==> config.mk <==
export PLATFORM = sky130hd
export DESIGN_NAME = mem_req_arbiter
export DESIGN_NICKNAME = d
export VERILOG_FILES = /design/src/rtl/mem_arb_pkg.sv /design/src/rtl/mem_arb_prio.sv /design/src/rtl/mem_req_arbiter.sv
export SDC_FILE = /design/constraint.sdc
export NUM_CORES = 1
export LEC_CHECK = 0
export ABC_AREA = 0
export BUFFER_PORTS_ARGS = -buffer_cell sky130_fd_sc_hd__clkbuf_2
export CORE_AREA = 3 3 241 243
export CTS_CLUSTER_DIAMETER = 60
export DETAILED_ROUTE_END_ITERATION = 8
export DIE_AREA = 0 0 244 246
export PLACE_DENSITY = 0.38
export SYNTH_ARGS = -nofsm -noshare
export SYNTH_HDL_FRONTEND = slang
export SYNTH_SLANG_ARGS = --single-unit
==> constraint.sdc <==
create_clock -name clk -period 1.8 [get_ports clk]
set_input_delay 0.09 -clock clk [delete_from_list [all_inputs] [get_ports clk]]
set_output_delay 0.09 -clock clk [all_outputs]
set_load 0.02 [all_outputs]
==> src/rtl/mem_arb_pkg.sv <==
// Shared types and default widths for the L1-to-memory request arbiter.
// The state and grant encodings are shared by the priority picker and the top level.
package mem_arb_pkg;

    localparam int ADDR_W = 26;
    localparam int LINE_W = 128;

    typedef enum logic [1:0] {
        IDLE  = 2'd0,
        ISSUE = 2'd1,
        WAIT  = 2'd2,
        RESP  = 2'd3
    } state_e;

    typedef enum logic [1:0] {
        NONE = 2'd0,
        IC   = 2'd1,
        DR   = 2'd2,
        DW   = 2'd3
    } grant_e;

endpackage

==> src/rtl/mem_arb_prio.sv <==
// Combinational grant pick: a starving icache wins outright, otherwise
// writeback > dcache refill > icache, so a victim is written before its refill.
module mem_arb_prio
    import mem_arb_pkg::*;
(
    input  logic   ic_req,
    input  logic   dr_req,
    input  logic   dw_req,
    input  logic   starve,
    output grant_e grant
);

    always_comb begin
        // NOTE: default first so every path assigns grant and no latch is inferred.
        grant = NONE;
        if (starve && ic_req) begin
            grant = IC;
        end else if (dw_req) begin
            grant = DW;
        end else if (dr_req) begin
            grant = DR;
        end else if (ic_req) begin
            grant = IC;
        end
    end

endmodule

==> src/rtl/mem_req_arbiter.sv <==
// Shares one line-wide memory port between icache fill, dcache fill and dcache
// writeback, one outstanding transaction at a time, with a WAIT-state watchdog.
module mem_req_arbiter #(
    parameter int ADDR_W       = mem_arb_pkg::ADDR_W,
    parameter int LINE_W       = mem_arb_pkg::LINE_W,
    parameter int STARVE_LIMIT = 8,
    parameter int TIMEOUT      = 64
) (
    input  logic              clk,
    input  logic              reset,
    input  logic              icache_req,
    input  logic [ADDR_W-1:0] icache_addr,
    output logic              icache_ready,
    input  logic              dcache_rd_req,
    input  logic [ADDR_W-1:0] dcache_rd_addr,
    output logic              dcache_rd_ready,
    input  logic              dcache_wr_req,
    input  logic [ADDR_W-1:0] dcache_wr_addr,
    input  logic [LINE_W-1:0] dcache_wr_data,
    output logic              dcache_wr_ack,
    output logic [LINE_W-1:0] resp_data,
    output logic              mem_req,
    output logic              mem_we,
    output logic [ADDR_W-1:0] mem_addr,
    output logic [LINE_W-1:0] mem_wdata,
    input  logic [LINE_W-1:0] mem_rdata,
    input  logic              mem_done,
    output logic              timeout_err
);

    import mem_arb_pkg::*;

    localparam int                TCNT_W     = $clog2(TIMEOUT);
    localparam logic [TCNT_W-1:0] TMO_LAST   = TCNT_W'(TIMEOUT - 1);
    localparam logic [7:0]        STARVE_THR = 8'(STARVE_LIMIT);

    state_e            state;
    grant_e            grant;
    grant_e            pick;
    logic [7:0]        starve_cnt;
    logic              starve;
    logic [TCNT_W-1:0] tmo_cnt;
    logic              ic_granted_now;

    assign starve         = (starve_cnt >= STARVE_THR);
    assign ic_granted_now = (state == IDLE) && (pick == IC);

    mem_arb_prio u_prio (
        .ic_req (icache_req),
        .dr_req (dcache_rd_req),
        .dw_req (dcache_wr_req),
        .starve (starve),
        .grant  (pick)
    );

    // Counts cycles the icache has been kept waiting; saturates rather than wraps.
    always_ff @(posedge clk) begin
        // NOTE: non-blocking assignments for all state so every flop samples pre-edge values.
        if (reset) begin
            starve_cnt <= '0;
        end else if (!icache_req || grant == IC || ic_granted_now) begin
            starve_cnt <= '0;
        end else if (starve_cnt != 8'hFF) begin
            starve_cnt <= starve_cnt + 8'd1;
        end
    end

    always_ff @(posedge clk) begin
        if (reset) begin
            // NOTE: resp_data and the memory-side buses are plain registers, so they are cleared too.
            state           <= IDLE;
            grant           <= NONE;
            mem_req         <= 1'b0;
            mem_we          <= 1'b0;
            mem_addr        <= '0;
            mem_wdata       <= '0;
            resp_data       <= '0;
            icache_ready    <= 1'b0;
            dcache_rd_ready <= 1'b0;
            dcache_wr_ack   <= 1'b0;
            tmo_cnt         <= '0;
            timeout_err     <= 1'b0;
        end else begin
            mem_req         <= 1'b0;
            icache_ready    <= 1'b0;
            dcache_rd_ready <= 1'b0;
            dcache_wr_ack   <= 1'b0;

            case (state)
                IDLE: begin
                    if (pick != NONE) begin
                        grant   <= pick;
                        state   <= ISSUE;
                        mem_req <= 1'b1;
                        tmo_cnt <= '0;
                        case (pick)
                            DW: begin
                                mem_we    <= 1'b1;
                                mem_addr  <= dcache_wr_addr;
                                mem_wdata <= dcache_wr_data;
                            end
                            DR: begin
                                mem_we    <= 1'b0;
                                mem_addr  <= dcache_rd_addr;
                                mem_wdata <= '0;
                            end
                            default: begin
                                mem_we    <= 1'b0;
                                mem_addr  <= icache_addr;
                                mem_wdata <= '0;
                            end
                        endcase
                    end
                end

                ISSUE: begin
                    state <= WAIT;
                end

                WAIT: begin
                    if (mem_done) begin
                        state <= RESP;
                        if (grant != DW) begin
                            resp_data <= mem_rdata;
                        end
                        case (grant)
                            IC:      icache_ready    <= 1'b1;
                            DR:      dcache_rd_ready <= 1'b1;
                            DW:      dcache_wr_ack   <= 1'b1;
                            default: ;
                        endcase
                    end else if (tmo_cnt == TMO_LAST) begin
                        // Abort quietly; the requester still holds req and is re-arbitrated.
                        timeout_err <= 1'b1;
                        grant       <= NONE;
                        state       <= IDLE;
                    end else begin
                        tmo_cnt <= tmo_cnt + 1'b1;
                    end
                end

                RESP: begin
                    grant <= NONE;
                    state <= IDLE;
                end

                default: begin
                    grant <= NONE;
                    state <= IDLE;
                end
            endcase
        end
    end

endmodule

# Word level (Yosys, flattened, before mapping)
# Index checks and enable logic that the tools add are counted.
[classes]
muxes = 22
eq_ne = 17
reduce_logical = 18
n_lt_le_gt_ge = 1
bitwise = 3
add_sub_neg = 2
[ops]
columns = ["op", "count"]
rows = [
  ["$mux 128", 1],
  ["$pmux 26 s2", 1],
  ["$mux 6", 3],
  ["$mux 2", 8],
  ["$eq 2x2->1 const B", 6],
  ["$pmux 6 s2", 1],
  ["$add 8x1->8 const B", 1],
  ["$ge 8x4->1 const B", 1],
  ["$ne 2x2->1 const B", 4],
  ["$ne 8x8->1 const B", 1],
  ["$pmux 2 s4", 1],
  ["$reduce_and 4->1", 2],
  ["$add 6x1->6 const B", 1],
  ["$eq 2x1->1 const B", 3],
  ["$eq 6x6->1 const B", 1],
  ["$mux 1", 6],
  ["$pmux 2 s3", 1],
  ["$reduce_and 3->1", 2],
  ["$reduce_and 2->1", 2],
  ["$reduce_bool 2->1", 2],
  ["$reduce_or 2->1", 2],
  ["$ne 3x3->1 const B", 1],
  ["$not 1->1", 3],
  ["$reduce_bool 3->1", 1],
  ["6 further kinds", 8],
]
[word_totals]
ff_bits = 306
output_inout_bits = 288

# Logic depth before layout (Yosys ltp)
# Gate-level depths: netlist of run 1.
[depth]
ltp_word = 8
mapped_depth = 7
mapped_depth_nobuf = 5

# Cells and area by module
# From an unflattened synthesis of run 1, not the netlist that was laid out.
[unflattened]
hier_cells = 1290
hier_area_um2 = 11113.2
[modules_own_cells]
columns = ["module", "cells_per_inst", "area_per_inst_um2", "instances"]
rows = [
  ["mem_req_arbiter", 1286, 11090.6, 1],
  ["mem_arb_prio", 4, 22.5, 1],
]

# Worst setup path before layout of run 1
# No wires, ideal clock.
[synth_timing]
path_kind = "register -> register"
startpoint = "register starve_cnt[7]"
endpoint = "register mem_addr[0]"
slack_ns = 0.179
t_required_ns = 1.678
synth_period_minus_slack_ns = 1.621
path_buffers = 1
setup_ns = 0.122
path_stages_with_launch = 6
arrival_ns = 1.499
cell_sequence = "dfxtp_1 -> nor3_4 -> a21boi_1 -> o21ba_2 -> buf_6 -> a221o_1"
[synth_via]
elab_chain_cells = 5
word_cells_on_any_way = 8
cone_classes = "1 x order compare; 2 x eq/ne; 2 x mux; 3 x reduce/logical"
[synth_rtl]
columns = ["item", "line", "source"]
rows = [
  ["start, declared", "mem_req_arbiter.sv:40", "logic [7:0] starve_cnt;"],
  ["start signal, assigned", "mem_req_arbiter.sv:64", "starve_cnt <= starve_cnt + 8'd1;"],
  ["$ge 8x4->1 *", "mem_req_arbiter.sv:45", "assign starve = (starve_cnt >= STARVE_THR);"],
  ["$logic_and 1x1->1 *", "mem_arb_prio.sv:16", "if (starve && ic_req) begin"],
  ["$mux 2 *", "mem_arb_prio.sv:16", ""],
  ["$eq 2x2->1 or $reduce_bool 2->1 (tied branches)", "mem_req_arbiter.sv:96, mem_req_arbiter.sv:91", ""],
  ["$pmux 26 s2 or $reduce_and 2->1 (tied branches)", "--", ""],
  ["end signal, assigned", "mem_req_arbiter.sv:99", "mem_addr <= dcache_wr_addr;"],
  ["end signal, assigned", "mem_req_arbiter.sv:104", "mem_addr <= dcache_rd_addr;"],
  ["end signal, assigned", "mem_req_arbiter.sv:109", "mem_addr <= icache_addr;"],
  ["end, declared", "mem_req_arbiter.sv:24", "output logic [ADDR_W-1:0] mem_addr,"],
]
# Mark *: on every way between the ends. The rest lies on a longest branch, timed or not.
# A chain may end at the register's enable or synchronous reset.

# Worst setup path after layout of run 1
[layout_timing]
startpoint = "register starve_cnt[6]"
endpoint = "register starve_cnt[2]"
[layout_via]
elab_chain_cells = 7
word_cells_on_any_way = 8
cone_classes = "1 x order compare; 2 x eq/ne; 1 x mux; 4 x reduce/logical"
[layout_rtl]
columns = ["item", "line", "source"]
rows = [
  ["$ge 8x4->1", "mem_req_arbiter.sv:45", ""],
  ["$logic_and 1x1->1", "mem_arb_prio.sv:16", ""],
  ["$mux 2", "mem_arb_prio.sv:16", ""],
  ["$eq 2x1->1", "mem_req_arbiter.sv:46", "assign ic_granted_now = (state == IDLE) && (pick == IC);"],
  ["$logic_and 1x1->1", "mem_req_arbiter.sv:46", ""],
  ["$logic_or 1x1->1", "mem_req_arbiter.sv:61", "end else if (!icache_req || grant == IC || ic_granted_now) begin"],
  ["$reduce_or 2->1 (no line)", "--", ""],
]
# Several ways; a longest one is shown, not always the timed one.

==> results.py, run 1 <==
metrics = {
    "logic_synthesis": {
        "syn_inst": 1118,
        "ys_ff_latch": 306,
        "yosysUniqueCellTypes": 55,
        "synth_edf_count": 0,
        "yosysTopAreaCell": "dfxtp_1",
        "synthTopCellsByArea": "dfxtp_1 (57%), a22o_1 (11%), nand2_1 (9.4%), a21oi_1 (6.4%), a221o_1 (1.9%)",
        "syn_area_mm2": 0.0108,
        "avgSynthCellArea_um2": 9.63,
        "synth-main-ff-cell": "dfxtp_1",
        "synth_nets": 1461,
        "yosys_warnings": 0,
        "synth_top_area_share_pct": 56.9,
        "yosysSeqAreaShare_pct": 56.9,
        "async_flop_share_pct": 0,
    },
    "detailed_routing": {
        "met2_wirelength_um": 23400,
        "drt-pass1-iter-count": 4,
        "drt_iter0_markers": 385,
        "route.detailed.drc": 0,
        "wl_met3_um": 2520,
        "wirelength_met1_um": 17900,
        "wl_um": 45800,
        "num_vias": 11800,
        "avgViaCountPerCell": 4.14,
        "wire_per_inst_um": 16.1,
        "final_antenna_net_count": 0,
        "highest_layer": "met4",
    },
    "timing": {
        "period_needed_ns": 1.67,
        "timing.fmax_mhz": 599,
        "setup_tns_ns": 0,
        "setup_viol": 0,
        "holdWs_ns": 0.0398,
        "final_hold_viol_count": 0,
        "clock_skew_ns": 0.00897,
        "slew_headroom_pct": 52.0,
        "worst_pin_slew_ns": 0.720,
        "finalMaxSlewViolations": 0,
        "finalCritPeriodShare_pct": 92.7,
    },
    "finish": {
        "final_area_mm2": 0.0196,
        "area.growth.synth_to_final_pct": 81.7,
        "final_cell_mix": "clkbuf_2 (626), dlygate4sd3_1 (324), dfxtp_1 (305)",
        "final_common_cell": "clkbuf_2",
        "finish.utilization_pct": 34.8,
        "drive_above_1_share_pct": 35.8,
        "diodes": 0,
        "nets": 2414,
        "nFillCells": 5811,
    },
    "pwr": {
        "ir_drop_mv": 0.495,
        "p_leak_uw": 0.00875,
        "power_uw": 18400,
        "p_per_area_mw_per_mm2": 942,
    },
    "worst_setup_path": {
        "r2r_start": "starve_cnt[6]",
        "cp.arrival_ns": 2.12,
        "start_kind": "flip-flop",
        "ff2ff_path_depth": 5,
        "end_kind": "flip-flop",
        "cp_slowest_cell": "or3_4",
        "crit_path_max_incr_delay_ns": 0.42,
        "crit_type": "flip-flop to flip-flop",
        "cp.required_ns": 2.25,
        "cp_max_fo": 8,
        "r2r-end": "starve_cnt[2]",
        "r2r_setup_slack_ns": 0.13,
        "cp_cell_sequence": "or3_4, o31ai_1, o2111ai_1, buf_4, nor3b_1",
    },
    "global_routing": {
        "gr-total-overflow": 0,
        "grt_use_total_pct": 14.4,
        "grt_pass1_wl_um": 69100,
        "grt_max_degree": 135,
        "grt_pass1_vias": 12200,
        "antenna_found_initial": 0,
    },
    "placed_design": {
        "place_area_mm2": 0.0150,
        "place.gp.congestion": 0.798,
        "dp_hpwl_um": 33300,
        "numPortBuffers": 627,
    },
    "floorplan": {
        "start_util_pct": 19.2,
        "fp.dieH_um": 246,
        "boundaryPins": 628,
        "die_w_um": 244,
        "die_area_mm2": 0.0600,
        "placementRows": 87,
        "core-area_mm2": 0.0562,
    },
    "clocking": {
        "clkLatencyLatePin_ns": 0.53,
        "cts_tree": "done",
        "cts_buffer_depth": 3,
        "cts_buffers": 39,
        "root_buffer": "clkbuf_16",
        "h-tree-depth": 2,
        "clock_sinks": 306,
        "path_clk_slew_ns": 0.05,
    },
    "run": {
        "drv_cap": 0,
    },
    "outcome": {
        "status": "finished clean",
    },
    "min_path": {
        "hp-start": "dcache_rd_addr[5]",
        "hold_class": "input port to flip-flop",
        "hold_end": "mem_addr[5]",
        "holdPathStages": 4,
    },
}
[timing repair]
action	4_1_cts	5_1_grt
resized for setup	0	3
setup buffers	0	1
setup endpoints to repair	0	8
hold buffers	324	0
hold endpoints to repair	284	0
[critical path, delay by kind of cell, from the launching register on]
kind                   cells  cell delay, ns
DFF                        1            0.39
and+or+nand+nor            2            0.61
buffers and inverters      1            0.19
AOI/OAI and AO/OA          2            0.41
[flip-flops by register name (all words and copies together) (netlist names), 2 cells and up]
name	flops
mem_wdata	128
resp_data	128
mem_addr	26
starve_cnt	8
tmo_cnt	6
grant	2
state	2
[through the flow]
stage	cells	worst slack (ns)
2_1_floorplan	1118	0.179
3_3_place_gp	2461	0.0765
3_5_place_dp	2461	0.0679
4_1_cts	2853	0.0495
5_1_grt	2854	-0.0983
6_report	2854	0.132
[report_power, final]
group / internal, uW / switching [uW]
Combinational: 1510 / 1690
Clock: 4850 / 2950
Sequential: 7190 / 232
[area by class of cell]
type	count	area, um^2	area share, %
clock buffers	63	1210	6.18
clock inverters	5	78.8	0.403
inverters	7	26.3	0.134
multi-input cells	714	4170	21.3
flip-flops and latches	306	6130	31.3
well taps	756	946	4.83
repair buffers	1003	7010	35.8
[layer usage]
layer | track usage (%) | vias up
li1 | - | 5894
met1 | 16.2 | 5461
met2 | 25.8 | 355
met3 | 3.37 | 111
met4 | 6.39 | 0
met5 | 0 | -
[cells in the mapped netlist, types with 2 or more instances]
cell type,count
a2111o_1,4
a21o_1,3
a21oi_1,138
a221o_1,20
a22o_1,134
a22oi_1,20
a31oi_1,7
and2_1,2
and3_1,3
and4_1,2
buf_1,3
buf_2,34
buf_4,3
buf_6,14
clkbuf_1,36
dfxtp_1,306
ha_1,3
inv_1,6
nand2_1,271
nand3_1,10
nand4_1,7
nor2_1,12
nor2b_1,2
nor3_1,27
nor3b_1,3
nor4_1,3
nor4b_1,2
o2111ai_1,4
o21ai_0,3
o22a_1,6
o32ai_1,2
or2_2,4
xnor2_1,2
[how the worst max path moves through the flow]
stage / start / to / cells past startpoint
after CTS: starve_cnt[7] / mem_addr[3] / 4
after global placement: starve_cnt[7] / mem_addr[8] / 4
final: starve_cnt[6] / starve_cnt[2] / 5
after global routing: starve_cnt[6] / starve_cnt[7] / 5
after detailed placement: starve_cnt[7] / mem_addr[10] / 4
after floorplan: starve_cnt[7] / mem_addr[0] / 5
[cells by family (layout without fill, tap and decap cells)]
kind of cell / count (synthesis) / in the layout / synth area share, %
simple gates: 356 / 356 / 14.1
compound gates: 352 / 352 / 23.5
flops: 306 / 306 / 56.9
buf+inv: 98 / 1078 / 4.90
fa+ha+maj: 3 / 3 / 0.349
xor+xnor: 2 / 2 / 0.163
mux: 1 / 1 / 0.0930
Power figures use the tool's default switching activity.
==> run 2: changes to the inputs <==
--- a/config.mk
+++ b/config.mk
@@ -5,13 +5,13 @@
 export SDC_FILE = /design/constraint.sdc
 export NUM_CORES = 1
 export LEC_CHECK = 0
-export ABC_AREA = 0
+export ABC_AREA = 1
 export BUFFER_PORTS_ARGS = -buffer_cell sky130_fd_sc_hd__clkbuf_2
-export CORE_AREA = 3 3 241 243
+export CORE_AREA = 3 3 242 244
 export CTS_CLUSTER_DIAMETER = 60
 export DETAILED_ROUTE_END_ITERATION = 8
-export DIE_AREA = 0 0 244 246
-export PLACE_DENSITY = 0.38
+export DIE_AREA = 0 0 245 247
+export PLACE_DENSITY = 0.4
 export SYNTH_ARGS = -nofsm -noshare
 export SYNTH_HDL_FRONTEND = slang
 export SYNTH_SLANG_ARGS = --single-unit
==> constraint.sdc (replaced) <==
create_clock -name clk -period 1.8 [get_ports clk]
set_input_delay 0.27 -clock clk [delete_from_list [all_inputs] [get_ports clk]]
set_output_delay 0.27 -clock clk [all_outputs]
set_load 0.02 [all_outputs]
==> run 2 against run 1 <==
Net effect:
- worst hold slack improved by 0.0051 ns
- die area rose by 0.82%
- total power rose by 9.2%
- clock power grew 1%
- sequential share of layout area increased by 0.22 points
- first-iteration DRC count is 29% higher
- critical path depth grew 4
- via count up 9.9%
- critical path type unchanged
==> results.py, run 2 <==
metrics = {
    "worst_setup_path": {
        "end_kind": "flip-flop",
        "crit_type": "flip-flop to flip-flop",
        "crit_path_max_incr_delay_ns": 0.34,
        "ff2ff_path_depth": 9,
        "start_kind": "flip-flop",
        "cpMostUsedCell": "nor2_1",
        "cp.arrival_ns": 2.00,
        "cp_slowest_cell": "dfxtp_1",
        "r2r-end": "mem_addr[8]",
        "cp_max_fo": 25,
        "r2r_start": "starve_cnt[4]",
        "cp_cell_sequence": "nor2_1, nand3_1, nand2_2, nand2_2, buf_4, nand2_1, nand2_1, nor2_1, nor2_1",
        "r2r_setup_slack_ns": 0.22,
        "cp.required_ns": 2.22,
    },
    "pwr": {
        "p_per_area_mw_per_mm2": 1040,
        "p_leak_uw": 0.00948,
        "ir_drop_mv": 0.734,
    },
    "detailed_routing": {
        "final_antenna_net_count": 0,
        "wl_um": 47500,
        "drt_iter0_markers": 496,
        "route.detailed.drc": 0,
        "avgViaCountPerCell": 4.11,
        "num_vias": 13000,
        "drt-pass1-iter-count": 4,
        "wire_per_inst_um": 15.0,
    },
    "min_path": {
        "holdPathStages": 3,
        "hold_end": "resp_data[116]",
        "hp-start": "mem_rdata[116]",
        "hold_class": "input port to flip-flop",
    },
    "floorplan": {
        "placementRows": 87,
        "start_util_pct": 20.4,
        "core-area_mm2": 0.0565,
        "die_area_mm2": 0.0605,
        "boundaryPins": 628,
        "fp.dieH_um": 247,
        "die_w_um": 245,
    },
    "logic_synthesis": {
        "synthTopCellsByArea": "dfxtp_1 (53%), nand2_1 (13%), nor2_1 (9.8%), nand3_1 (7.6%), o21ai_0 (6.0%)",
        "synth_mux_area_share_pct": 0,
        "yosysTopAreaCell": "dfxtp_1",
        "async_flop_share_pct": 0,
        "synth_top_family_by_area": "simple AND/OR/NAND/NOR gates",
        "syn_area_mm2": 0.0115,
        "synth_top_area_share_pct": 53.3,
        "synth-main-ff-cell": "dfxtp_1",
        "syn_inst": 1515,
        "synthAdderAreaFrac_pct": 0.326,
        "synth_nets": 1858,
        "yosysUniqueCellTypes": 30,
        "yosys_warnings": 0,
        "yosys-top-cells-count": "nand2_1 (395), dfxtp_1 (306), nor2_1 (301)",
        "yosys.area_share.simple_pct": 32.5,
        "synth_edf_count": 0,
        "synth_most_common_cell": "nand2_1",
        "avgSynthCellArea_um2": 7.59,
        "synth-xor-area-share_pct": 0.381,
        "yosysSeqAreaShare_pct": 53.3,
        "ys_ff_latch": 306,
        "synth_compound_area_share_pct": 7.29,
    },
    "timing": {
        "setup_tns_ns": 0,
        "final_hold_viol_count": 0,
        "period_needed_ns": 1.58,
        "finalWorstSetupSlack_ns": 0.218,
        "clock_skew_ns": 0.0115,
        "timing.fmax_mhz": 632,
        "setup_viol": 0,
        "worst_pin_slew_ns": 0.396,
        "finalCritPeriodShare_pct": 87.9,
        "rsz0062_at_grt": "false",
        "finalMaxSlewViolations": 0,
        "slew_headroom_pct": 73.3,
    },
    "placed_design": {
        "dp_slack_ns": 0.127,
        "dp_hpwl_um": 34700,
        "place.gp.congestion": 0.830,
        "numPortBuffers": 627,
    },
    "outcome": {
        "status": "finished clean",
    },
    "finish": {
        "drive_above_1_share_pct": 31.4,
        "area.growth.synth_to_final_pct": 68.9,
        "final_cell_mix": "clkbuf_2 (627), nand2_1 (394), dfxtp_1 (306)",
        "nets": 2722,
        "final_common_cell": "clkbuf_2",
        "top_regs": "mem_wdata: 128 flops, resp_data: 128 flops, mem_addr: 26 flops",
    },
    "global_routing": {
        "gr-total-overflow": 0,
        "grt_pass1_wl_um": 72000,
        "grt_max_degree": 56,
        "grt_use_total_pct": 14.9,
        "antenna_found_initial": 4,
        "grt_pass1_vias": 13000,
    },
    "clocking": {
        "cts_buffers": 40,
        "root_buffer": "clkbuf_16",
        "path_clk_slew_ns": 0.06,
        "cts_tree": "done",
        "h-tree-depth": 2,
        "clock_sinks": 306,
        "cts_buffer_depth": 3,
        "clkLatencyLatePin_ns": 0.53,
    },
    "run": {
        "drv_cap": 0,
    },
}
==> run 2: cells by family (layout without fill, tap and decap cells) <==
| group | count (synthesis) | after routing |
|---|---|---|
| AOI/OAI and AO/OA | 162 | 162 |
| other | 0 | 2 |
| DFF | 306 | 306 |
| adders and majority gates | 3 | 3 |
| buffers and inverters | 128 | 1017 |
| xor gates and xnor gates | 5 | 5 |
| and+or+nand+nor | 911 | 911 |
==> run 2: worst max-delay path, delay by kind of cell, from the launching register on <==
| family | cells | cell delay [ns] |
|---|---|---|
| flops | 1 | 0.34 |
| simple gates | 8 | 0.88 |
| buf+inv | 1 | 0.24 |
==> run 2: worst max-delay path by stage <==
stage / cells after the start / endpoint / from
finish: 9 / mem_addr[8] / starve_cnt[4]
detailed placement: 9 / mem_wdata[107] / dcache_wr_req
global placement: 7 / resp_data[85] / mem_done
CTS: 7 / resp_data[126] / state[1]
floorplan: 8 / tmo_cnt[4] / tmo_cnt[0]
global route: 9 / mem_addr[15] / starve_cnt[4]
==> run 2: cell type report <==
type / instances / area, um^2
Antenna cell: 2 / 5.00
Clock buffer: 57 / 1160
Clock inverter: 10 / 143
Fill cell: 5992 / 37100
Inverter: 22 / 87.6
Multi-Input combinational cell: 1081 / 4680
Sequential cell: 306 / 6130
Tap cell: 756 / 946
Timing Repair Buffer: 928 / 6280
==> run 2: what timing repair did <==
item	4_1_cts	5_1_grt
hold buffers	247	0
setup buffers	0	0
endpoints found under the hold margin	247	0
gates resized for setup	0	2
endpoints found under the setup margin	0	28
==> run 2: stage by stage <==
step / std cells / total power [uW] / hold WS [ns] / cell area [um^2] / utilization, %
after floorplan: 1515 / 10200 / 0.401 / 11500 / -
after global placement: 2846 / 12000 / 0.436 / 15600 / 27.7
after detailed placement: 2846 / 12000 / 0.439 / 15600 / 27.7
after CTS: 3160 / 20500 / 0.000763 / 19400 / 34.4
after global routing: 3161 / 21200 / 0.0329 / 19400 / 34.4
final: 3162 / 20100 / 0.0450 / 19400 / 34.4
==> run 2: layer usage <==
metal / track usage, % / part of all wire (%) / up-vias / wire length (um)
li1: - / - / 6620 / -
met1: 17.3 / 41 / 5758 / 19500
met2: 25.0 / 46 / 516 / 22000
met3: 5.32 / 9.0 / 97 / 4270
met4: 6.22 / 3.6 / 4 / 1720
met5: 0 / 0.057 / - / 27
==> run 2: power breakdown <==
group / leakage [uW] / switching, uW / internal (uW)
combinational: 0.00637 / 2660 / 1770
sequential: 0.00249 / 354 / 7440
clock: 0.000621 / 3020 / 4880
total: 0.00948 / 6040 / 14100
